**config.mk**
```make
export PLATFORM = sky130hd
export DESIGN_NAME = fifo_reader_flat
export DESIGN_NICKNAME = d
export VERILOG_FILES = /design/src/rtl/fifo_reader_if.sv /design/src/rtl/fifo_reader.sv /design/src/flat_wrapper.sv
export SDC_FILE = /design/constraint.sdc
export NUM_CORES = 1
export LEC_CHECK = 0
export BUFFER_PORTS_ARGS = -buffer_cell sky130_fd_sc_hd__clkbuf_2
export CORE_AREA = 4 4 48 50
export CTS_CLUSTER_DIAMETER = 60
export DETAILED_ROUTE_END_ITERATION = 10
export DIE_AREA = 0 0 52 54
export GPL_TIMING_DRIVEN = 0
export PLACE_DENSITY_LB_ADDON = 0.12
export SETUP_SLACK_MARGIN = 0.3
export SYNTH_ARGS = -nofsm -noshare
export SYNTH_HDL_FRONTEND = slang
export SYNTH_SLANG_ARGS = --single-unit
```
**constraint.sdc**
```tcl
create_clock -name clk -period 2 [get_ports clk]
set_clock_uncertainty 0.2 [all_clocks]
set_input_delay 0.3 -clock clk [delete_from_list [all_inputs] [get_ports clk]]
set_output_delay 0.3 -clock clk [all_outputs]
set_load 0.01 [all_outputs]
```
**src/rtl/fifo_reader_if.sv**
```systemverilog
// Handshake bundle between fifo_reader, the FWFT FIFO read port and the wide consumer.
// master = the reader, slave = its environment (FIFO + downstream consumer).
interface fifo_reader_if #(
  parameter int DATA_WIDTH = 2,
  parameter int PACK       = 4,
  parameter int CW         = $clog2(PACK + 1)
);
  logic [DATA_WIDTH-1:0]      fifo_dout;
  logic                       fifo_empty;
  logic                       fifo_pop;
  logic                       flush;
  logic [DATA_WIDTH*PACK-1:0] out_data;
  logic [CW-1:0]              out_count;
  logic                       out_valid;
  logic                       out_ready;

  modport master (
    input  fifo_dout, fifo_empty, flush, out_ready,
    output fifo_pop, out_data, out_count, out_valid
  );

  modport slave (
    output fifo_dout, fifo_empty, flush, out_ready,
    input  fifo_pop, out_data, out_count, out_valid
  );
endinterface

```
**src/rtl/fifo_reader.sv**
```systemverilog
// Pops narrow words from a first-word-fall-through FIFO and packs PACK of them
// (lane 0 in the LSBs) into one wide word offered on a valid/ready handshake.
module fifo_reader #(
  parameter int DATA_WIDTH = 2,
  parameter int PACK       = 4,
  parameter int CW         = $clog2(PACK + 1)
) (
  input  logic          clk,
  input  logic          reset,
  fifo_reader_if.master bus
);

  typedef enum logic [0:0] {
    FILL = 1'b0,
    HOLD = 1'b1
  } state_t;

  state_t                     state_r;
  logic [CW-1:0]              cnt_r;
  logic [DATA_WIDTH*PACK-1:0] buf_r;
  logic [CW-1:0]              count_r;
  logic                       valid_r;
  logic                       pop_s;
  logic                       last_lane_s;
  logic [CW-1:0]              pop_inc_s;

  // Pop request: only while filling, out of reset, and with data at the FIFO head.
  always_comb begin
    pop_s = 1'b0;
    if (reset && (state_r == FILL)) begin
      pop_s = !bus.fifo_empty;
    end else begin
      pop_s = 1'b0;
    end
  end

  // Helper terms for the lane counter and the flushed lane count.
  always_comb begin
    last_lane_s = (cnt_r == CW'(PACK - 1));
    pop_inc_s   = {{(CW-1){1'b0}}, pop_s};
  end

  // Packing FSM: lane writes, word completion / flush, handshake and reset.
  always_ff @(posedge clk) begin
    if (!reset) begin
      state_r <= FILL;
      cnt_r   <= {CW{1'b0}};
      buf_r   <= {(DATA_WIDTH*PACK){1'b0}};
      count_r <= {CW{1'b0}};
      valid_r <= 1'b0;
    end else begin
      case (state_r)
        FILL: begin
          if (pop_s) begin
            buf_r[cnt_r*DATA_WIDTH +: DATA_WIDTH] <= bus.fifo_dout;
          end
          if (pop_s && last_lane_s) begin
            state_r <= HOLD;
            count_r <= CW'(PACK);
            cnt_r   <= {CW{1'b0}};
            valid_r <= 1'b1;
          end else if (bus.flush && ((cnt_r != {CW{1'b0}}) || pop_s)) begin
            // A word popped in the flush cycle still belongs to the flushed word.
            state_r <= HOLD;
            count_r <= cnt_r + pop_inc_s;
            cnt_r   <= {CW{1'b0}};
            valid_r <= 1'b1;
          end else if (pop_s) begin
            cnt_r <= cnt_r + {{(CW-1){1'b0}}, 1'b1};
          end else begin
            cnt_r <= cnt_r;
          end
        end
        HOLD: begin
          if (bus.out_ready) begin
            // Clearing buf here is what makes unused lanes of a flushed word read 0.
            state_r <= FILL;
            buf_r   <= {(DATA_WIDTH*PACK){1'b0}};
            cnt_r   <= {CW{1'b0}};
            valid_r <= 1'b0;
          end else begin
            state_r <= HOLD;
            valid_r <= 1'b1;
          end
        end
        default: begin
          state_r <= FILL;
          cnt_r   <= {CW{1'b0}};
          buf_r   <= {(DATA_WIDTH*PACK){1'b0}};
          count_r <= {CW{1'b0}};
          valid_r <= 1'b0;
        end
      endcase
    end
  end

  assign bus.fifo_pop  = pop_s;
  assign bus.out_data  = buf_r;
  assign bus.out_count = count_r;
  assign bus.out_valid = valid_r;

endmodule

```
**src/flat_wrapper.sv**
```systemverilog
// flat-port wrapper written by rule: the top's interface ports become plain ports
module fifo_reader_flat 
#(
  parameter int DATA_WIDTH = 2,
  parameter int PACK       = 4,
  parameter int CW         = $clog2(PACK + 1)
)
  (clk, reset, bus_fifo_dout, bus_fifo_empty, bus_flush, bus_out_ready, bus_fifo_pop, bus_out_data, bus_out_count, bus_out_valid);
  fifo_reader_if #(.DATA_WIDTH(DATA_WIDTH), .PACK(PACK), .CW(CW)) bus_i ();
  input  logic clk;
  input  logic reset;
  input wire logic [$bits(bus_i.fifo_dout)-1:0] bus_fifo_dout;
  input wire logic [$bits(bus_i.fifo_empty)-1:0] bus_fifo_empty;
  input wire logic [$bits(bus_i.flush)-1:0] bus_flush;
  input wire logic [$bits(bus_i.out_ready)-1:0] bus_out_ready;
  output wire logic [$bits(bus_i.fifo_pop)-1:0] bus_fifo_pop;
  output wire logic [$bits(bus_i.out_data)-1:0] bus_out_data;
  output wire logic [$bits(bus_i.out_count)-1:0] bus_out_count;
  output wire logic [$bits(bus_i.out_valid)-1:0] bus_out_valid;
  assign bus_i.fifo_dout = bus_fifo_dout;
  assign bus_i.fifo_empty = bus_fifo_empty;
  assign bus_i.flush = bus_flush;
  assign bus_i.out_ready = bus_out_ready;
  assign bus_fifo_pop = bus_i.fifo_pop;
  assign bus_out_data = bus_i.out_data;
  assign bus_out_count = bus_i.out_count;
  assign bus_out_valid = bus_i.out_valid;
  fifo_reader #(.DATA_WIDTH(DATA_WIDTH), .PACK(PACK), .CW(CW)) u_core (.clk(clk), .reset(reset), .bus(bus_i));
endmodule
```
==> run_results.csv, run 1 <==
group,metric,value,unit
run_status,outcome,"finished clean",
routing,via_count,726,
place,place_hpwl,1.32,mm
yosys,synth_top_flop_cell,"dfxtp_1",
layout,multi_input_area,552,um2
worst_hold_path,hold_class,"primary input to flip-flop",
pwr,power_density,597,nW/um2
timing,max_freq,0.565,GHz
timing,relSlewSlack,70.1,%
die,die_y,54,um
routing,antenna_left,0,
die,io_pins,20,
clock_network,h-tree-depth,1,
die,start_util,43.9,%
critical_path,cp.buffers_inverters,2,
routing,routedWlPerCell,13.1,um
die,rows,16,
yosys,synthTopCellsByArea,"dfxtp_1 (38%), ha_1 (9.0%), nand2_1 (5.8%)",
routing,drt_iter0_markers,8,
yosys,synth_top_cell_area_share,38.3,%
layout,syn2layout_area_growth,34.6,%
place,port_buffers,19,
clock_network,cts_tree,"built",
timing,rsz0062_at_grt,"yes",
clock_network,cts_buffers,3,
layout,fin_nets,128,
routing,dr.pass1.iters,4,
critical_path,path_common_cell,"ha_4",
yosys,syn-num-nets,100,
die,die_w,52,um
yosys,avgSynthCellArea,9.61,um2
die,core,1900,um2
routing,drt-vias-per-instance,5.15,
critical_path,crit_slowest_cell,"dfxtp_2",
critical_path,cp-start-kind,"flip-flop",
critical_path,worst_ep_arrival_time,1.80,ns
global_routing,grt-ovfl-total,0,
clock_network,clockRootBuffer,"clkbuf_4",
critical_path,cp-end-kind,"flip-flop",
timing,tns,0,ns
clock_network,cts_hold_buffers,0,
yosys,synth-edff-count,0,
timing,finalHoldViolCount,0,
yosys,yosysTopAreaCell,"dfxtp_1",
global_routing,grt_pass1_vias,697,
yosys,synthesis.instances,87,
pwr,p_leak,0.478,nW
clock_network,path_clk_slew,0.10,ns
global_routing,grt_pass1_wl,3.19,mm
die,dieArea,2810,um2
critical_path,crit_type,"flip-flop to flip-flop",
critical_path,worstPathCellList,"buf_6, inv_4, ha_4, ha_4, nor4b_2, nand2_1, nor2_4, mux2i_1",
clock_network,cts.path.max_buffers,2,
layout,n_antenna_cell,0,
place,finalWeightedCongestion,0.772,
yosys,synth_seq_area_share,38.3,%
layout,seq_area,327,um2
routing,finalWirelength,1.84,mm
layout,drive_above_1_share,45.6,%
yosys,ys_types,31,
clock_network,insertion_delay,0.28,ns
timing,period_share,88.5,%
yosys,yosysWarnings,0,
routing,drc,0,
clock_network,cts_num_sinks,16,
layout,num-fill-cells,172,
timing,period_minus_slack,1.77,ns
timing,setup_viol,0,
critical_path,cp_max_fo,2,
global_routing,grt_max_degree,11,
global_routing,grt_usage,15.5,%
yosys,ys_ff_latch,16,
critical_path,crit_required,2.02,ns
place,dp_slack,0.0918,ns
critical_path,cp_top_family,"simple AND/OR/NAND/NOR gates",
pwr,max-vdd-ir-drop,0.300,mV
timing,setup_ws,0.229,ns
yosys,synthArstFlopShare,0,%
critical_path,slowest_delay,0.35,ns
global_routing,antenna_found_initial,0,
timing,worst_slew_pin_slew,0.446,ns
yosys,syn_area,836,um2
timing,finalMaxSlewViolations,0,
run,cap_viol_max_count,0,
logic make-up (layout without fill, tap and decap cells):
family / count (synthesis) / count (layout) / synth area share, %
AND/OR/NAND/NOR: 33 / 33 / 24.1
AO/OA/AOI/OAI: 18 / 18 / 16.9
flip-flops: 16 / 16 / 38.3
buffers and inverters: 9 / 36 / 5.84
adder cells (fa/ha/maj): 6 / 6 / 8.98
multiplexers: 4 / 4 / 4.79
XOR/XNOR: 1 / 1 / 1.05
routing by layer:
| layer | vias to the layer above | global-route usage (%) | wire, um |
|---|---|---|---|
| met3 | 2 | 2.49 | 80 |
| li1 | 367 | - | - |
| met4 | 0 | 7.86 | 12 |
| met5 | - | 0 | 0 |
| met1 | 341 | 19.8 | 876 |
| met2 | 16 | 25.1 | 874 |
cell type report:
type / instances / share of cell area [%]
buffer: 3 / 2.34
clock buffer: 4 / 3.23
inverter: 6 / 2.22
multi-input combinational: 62 / 49.1
sequential: 16 / 29.0
tap: 27 / 3.00
timing repair buffer: 23 / 11.1
metrics by stage:
step	util, %	hold slack (ns)	power, mW	cell area (um2)	instances
after floorplan	-	0.266	0.418	877	87
after global placement	52.9	0.245	0.450	1010	133
after detailed placement	52.9	0.252	0.450	1010	133
after CTS	57.9	0.0758	0.677	1100	141
after global routing	59.1	0.101	0.702	1120	141
final	59.1	0.0864	0.671	1120	141
placed cells by master, fill, tap and decap left out, types with 2 or more instances in the layout:
master / count
dfxtp_2: 2
clkbuf_4: 3
dfxtp_1: 13
o31ai_1: 2
buf_6: 2
o21ai_1: 2
clkbuf_2: 18
mux2i_1: 4
buf_4: 4
ha_4: 3
inv_1: 5
o22ai_1: 2
nand2b_1: 2
ha_1: 2
nand2_1: 13
nor2_4: 2
a21oi_2: 2
a32o_1: 2
nand3_1: 6
final timing paths:
kind,start,to,slack [ns],depth (start not counted)
setup / recovery,u_core.cnt_r[0],u_core.bus.out_data[0],0.23,8
hold / removal,bus_fifo_dout[1],u_core.bus.out_data[7],0.09,3
setup reg to reg,u_core.cnt_r[0],u_core.bus.out_data[0],0.23,8
hold reg to reg,u_core.bus.out_data[1],u_core.bus.out_data[1],0.27,2
power breakdown:
part	total (mW)	internal (mW)	switching (mW)
logic	0.123	0.0573	0.0653
clock network	0.216	0.111	0.105
registers	0.333	0.328	0.00514
total	0.671	0.496	0.176
flip-flops by register name (all words and copies together) (netlist names):
register	flops
u_core.bus.out_data	8
u_core.cnt_r	3
u_core.bus.out_count	3
u_core.bus.out_valid	1
u_core.state_r	1
worst register-to-register path, cell delays in order, from the launching register on:
cell and delay, ns:
dfxtp_2 0.35, buf_6 0.11, inv_4 0.03, ha_4 0.15, ha_4 0.21, nor4b_2 0.24
nand2_1 0.12, nor2_4 0.13, mux2i_1 0.17
synth_stat cells (all sizes together) (3+ instances only):
| cell type | number |
|---|---|
| ha | 6 |
| nand2 | 13 |
| nor2b | 3 |
| nand3 | 7 |
| inv | 6 |
| dfxtp | 16 |
| o21ai | 4 |
| mux2i | 4 |
repair_timing:
action	4_1_cts	5_1_grt
pin swaps	10	3
setup buffers	4	0
cloned	0	0
setup endpoints to repair	10	10
gates resized for setup	10	6
No activity file was read; power rests on OpenSTA's default activity.
==> run 2, diff against run 1 <==
Settings changed: RECOVER_POWER set to 25.
==> run_results.csv, run 2 (same netlist as run 1, synthesis figures left out) <==
group,metric,value,unit
run_status,outcome,"finished clean",
routing,routedWlPerCell,13.1,um
critical_path,cp-start-kind,"flip-flop",
pwr,max-vdd-ir-drop,0.297,mV
timing,finalMaxSlewViolations,0,
die,rows,16,
global_routing,gr-usage-met3,2.49,%
layout,fin_nets,128,
place,place_hpwl,1.32,mm
clock_network,cts_tree,"built",
routing,drt-vias-per-instance,5.13,
worst_hold_path,hold_class,"primary input to flip-flop",
timing,max_freq,0.565,GHz
die,io_pins,20,
timing,rsz0062_at_grt,"yes",
routing,dr.pass1.iters,4,
clock_network,insertion_delay,0.28,ns
global_routing,grt_pass1_wl,3.19,mm
routing,drt_iter0_markers,8,
global_routing,grt_busiest_layer,"met2",
clock_network,clockRootBuffer,"clkbuf_4",
die,die_w,52,um
die,core,1900,um2
global_routing,grt_usage,15.5,%
routing,drc,0,
pwr,power.total,0.670,mW
critical_path,r2r_start,"u_core.cnt_r[0]",
critical_path,cp-startpoint,"u_core.cnt_r[0]",
critical_path,r2r_cells,8,
pwr,p_int,0.495,mW
layout,drive_above_1_share,39.5,%
timing,relSlewSlack,70.1,%
run,cap_viol_max_count,0,
place,post_dp_cell_area,1010,um2
critical_path,rr_endpoint,"u_core.bus.out_data[0]",
layout,final_cell_mix,"nand2_1 (13), dfxtp_1 (13), clkbuf_2 (11)",
timing,worst_slew_pin_slew,0.446,ns
critical_path,cp_max_fo,2,
clock_network,h-tree-depth,1,
critical_path,crit_required,2.02,ns
place,finalWeightedCongestion,0.772,
die,start_util,43.9,%
layout,largest_reg_flops,8,
worst_hold_path,whs_path_depth,3,
global_routing,gr-usage-met2,25.1,%
global_routing,grt-ovfl-total,0,
clock_network,cts_hold_buffers,0,
timing,finalHoldViolCount,0,
layout,syn2layout_area_growth,33.5,%
clock_network,path_clk_slew,0.10,ns
layout,num-fill-cells,175,
place,port_buffers,19,
global_routing,grt_max_degree,11,
critical_path,worst_ep_arrival_time,1.79,ns
die,die_y,54,um
die,dieArea,2810,um2
timing,period_share,88.5,%
global_routing,met1_usage,19.8,%
pwr,p_switching,0.176,mW
pwr,p_sw_share,26.2,%
timing,period_minus_slack,1.77,ns
global_routing,antenna_found_initial,0,
critical_path,crit_type,"flip-flop to flip-flop",
layout,n_antenna_cell,0,
pwr,power_frac_seq,49.7,%
critical_path,r2r_setup_slack,0.23,ns
pwr,pwr-share-comb,18.1,%
clock_network,cts_buffers,3,
routing,antenna_left,0,
layout,finalInstanceArea,1120,um2
pwr,clock_power_share,32.2,%
critical_path,cp-end-kind,"flip-flop",
routing,via_count,723,
pwr,power_density,600,nW/um2
pwr,p_leak,0.454,nW
critical_path,endpoint,"u_core.bus.out_data[0]",
routing,finalWirelength,1.85,mm
timing,setup_viol,0,
clock_network,cts_num_sinks,16,
clock_network,cts.path.max_buffers,2,
timing,tns,0,ns
global_routing,grt_pass1_vias,697,
==> run 2: per-layer routing <==
layer / up-vias / part of all wire [%]
met3: 2 / 4.3
met5: - / 0
met1: 339 / 48
met4: 0 / 0.65
li1: 368 / -
met2: 14 / 47
==> run 2: power by group through the flow <==
stage,Combinational (mW),Clock [mW],Sequential [mW]
2_1_floorplan,0.0730,0,0.345
3_3_place_gp,0.108,0,0.342
3_5_place_dp,0.108,0,0.342
4_1_cts,0.119,0.225,0.333
5_1_grt,0.134,0.233,0.334
6_report,0.122,0.216,0.333
==> run 2: critical path, cell delays in order (launching register included) <==
cell and delay, ns:
dfxtp_2 0.35, buf_6 0.11, inv_4 0.03, ha_4 0.15, ha_4 0.21, nor4b_2 0.24
nand2_1 0.12, nor2_4 0.13, mux2i_1 0.17
==> run 2: timing repair <==
| action | CTS | global route |
|---|---|---|
| pin swaps | 10 | 3 |
| endpoints found under the setup margin | 10 | 10 |
| buffers inserted | 4 | 0 |
| endpoints found under the hold margin | 0 | 0 |
| gates resized for setup | 10 | 6 |
==> run 2: through the flow <==
step	setup slack [ns]	util (%)	instances	hold slack (ns)
6_report	0.229	58.7	141	0.0875
5_1_grt	0.111	58.7	141	0.101
4_1_cts	0.223	57.9	141	0.0758
3_5_place_dp	0.0918	52.9	133	0.252
3_3_place_gp	0.104	52.9	133	0.245
2_1_floorplan	0.207	-	87	0.266
==> run 2: cell type report <==
cell class | count | area [um2] | share of cell area, %
Multi-Input combinational cell | 62 | 552 | 49.4
Clock buffer | 4 | 36.3 | 3.25
Buffer | 3 | 26.3 | 2.35
Inverter | 6 | 25.0 | 2.24
Timing Repair Buffer | 23 | 116 | 10.4
Sequential cell | 16 | 327 | 29.3
Tap cell | 27 | 33.8 | 3.03
==> run 2: how the worst min path moves through the flow <==
stage	startpoint	end	slack, ns
2_1_floorplan	bus_fifo_dout[0]	u_core.bus.out_data[6]	0.27
3_3_place_gp	u_core.bus.out_data[0]	u_core.bus.out_data[0]	0.24
3_5_place_dp	u_core.bus.out_data[1]	u_core.bus.out_data[1]	0.25
4_1_cts	bus_fifo_dout[0]	u_core.bus.out_data[6]	0.08
5_1_grt	bus_fifo_dout[0]	u_core.bus.out_data[6]	0.10
6_report	bus_fifo_dout[1]	u_core.bus.out_data[7]	0.09
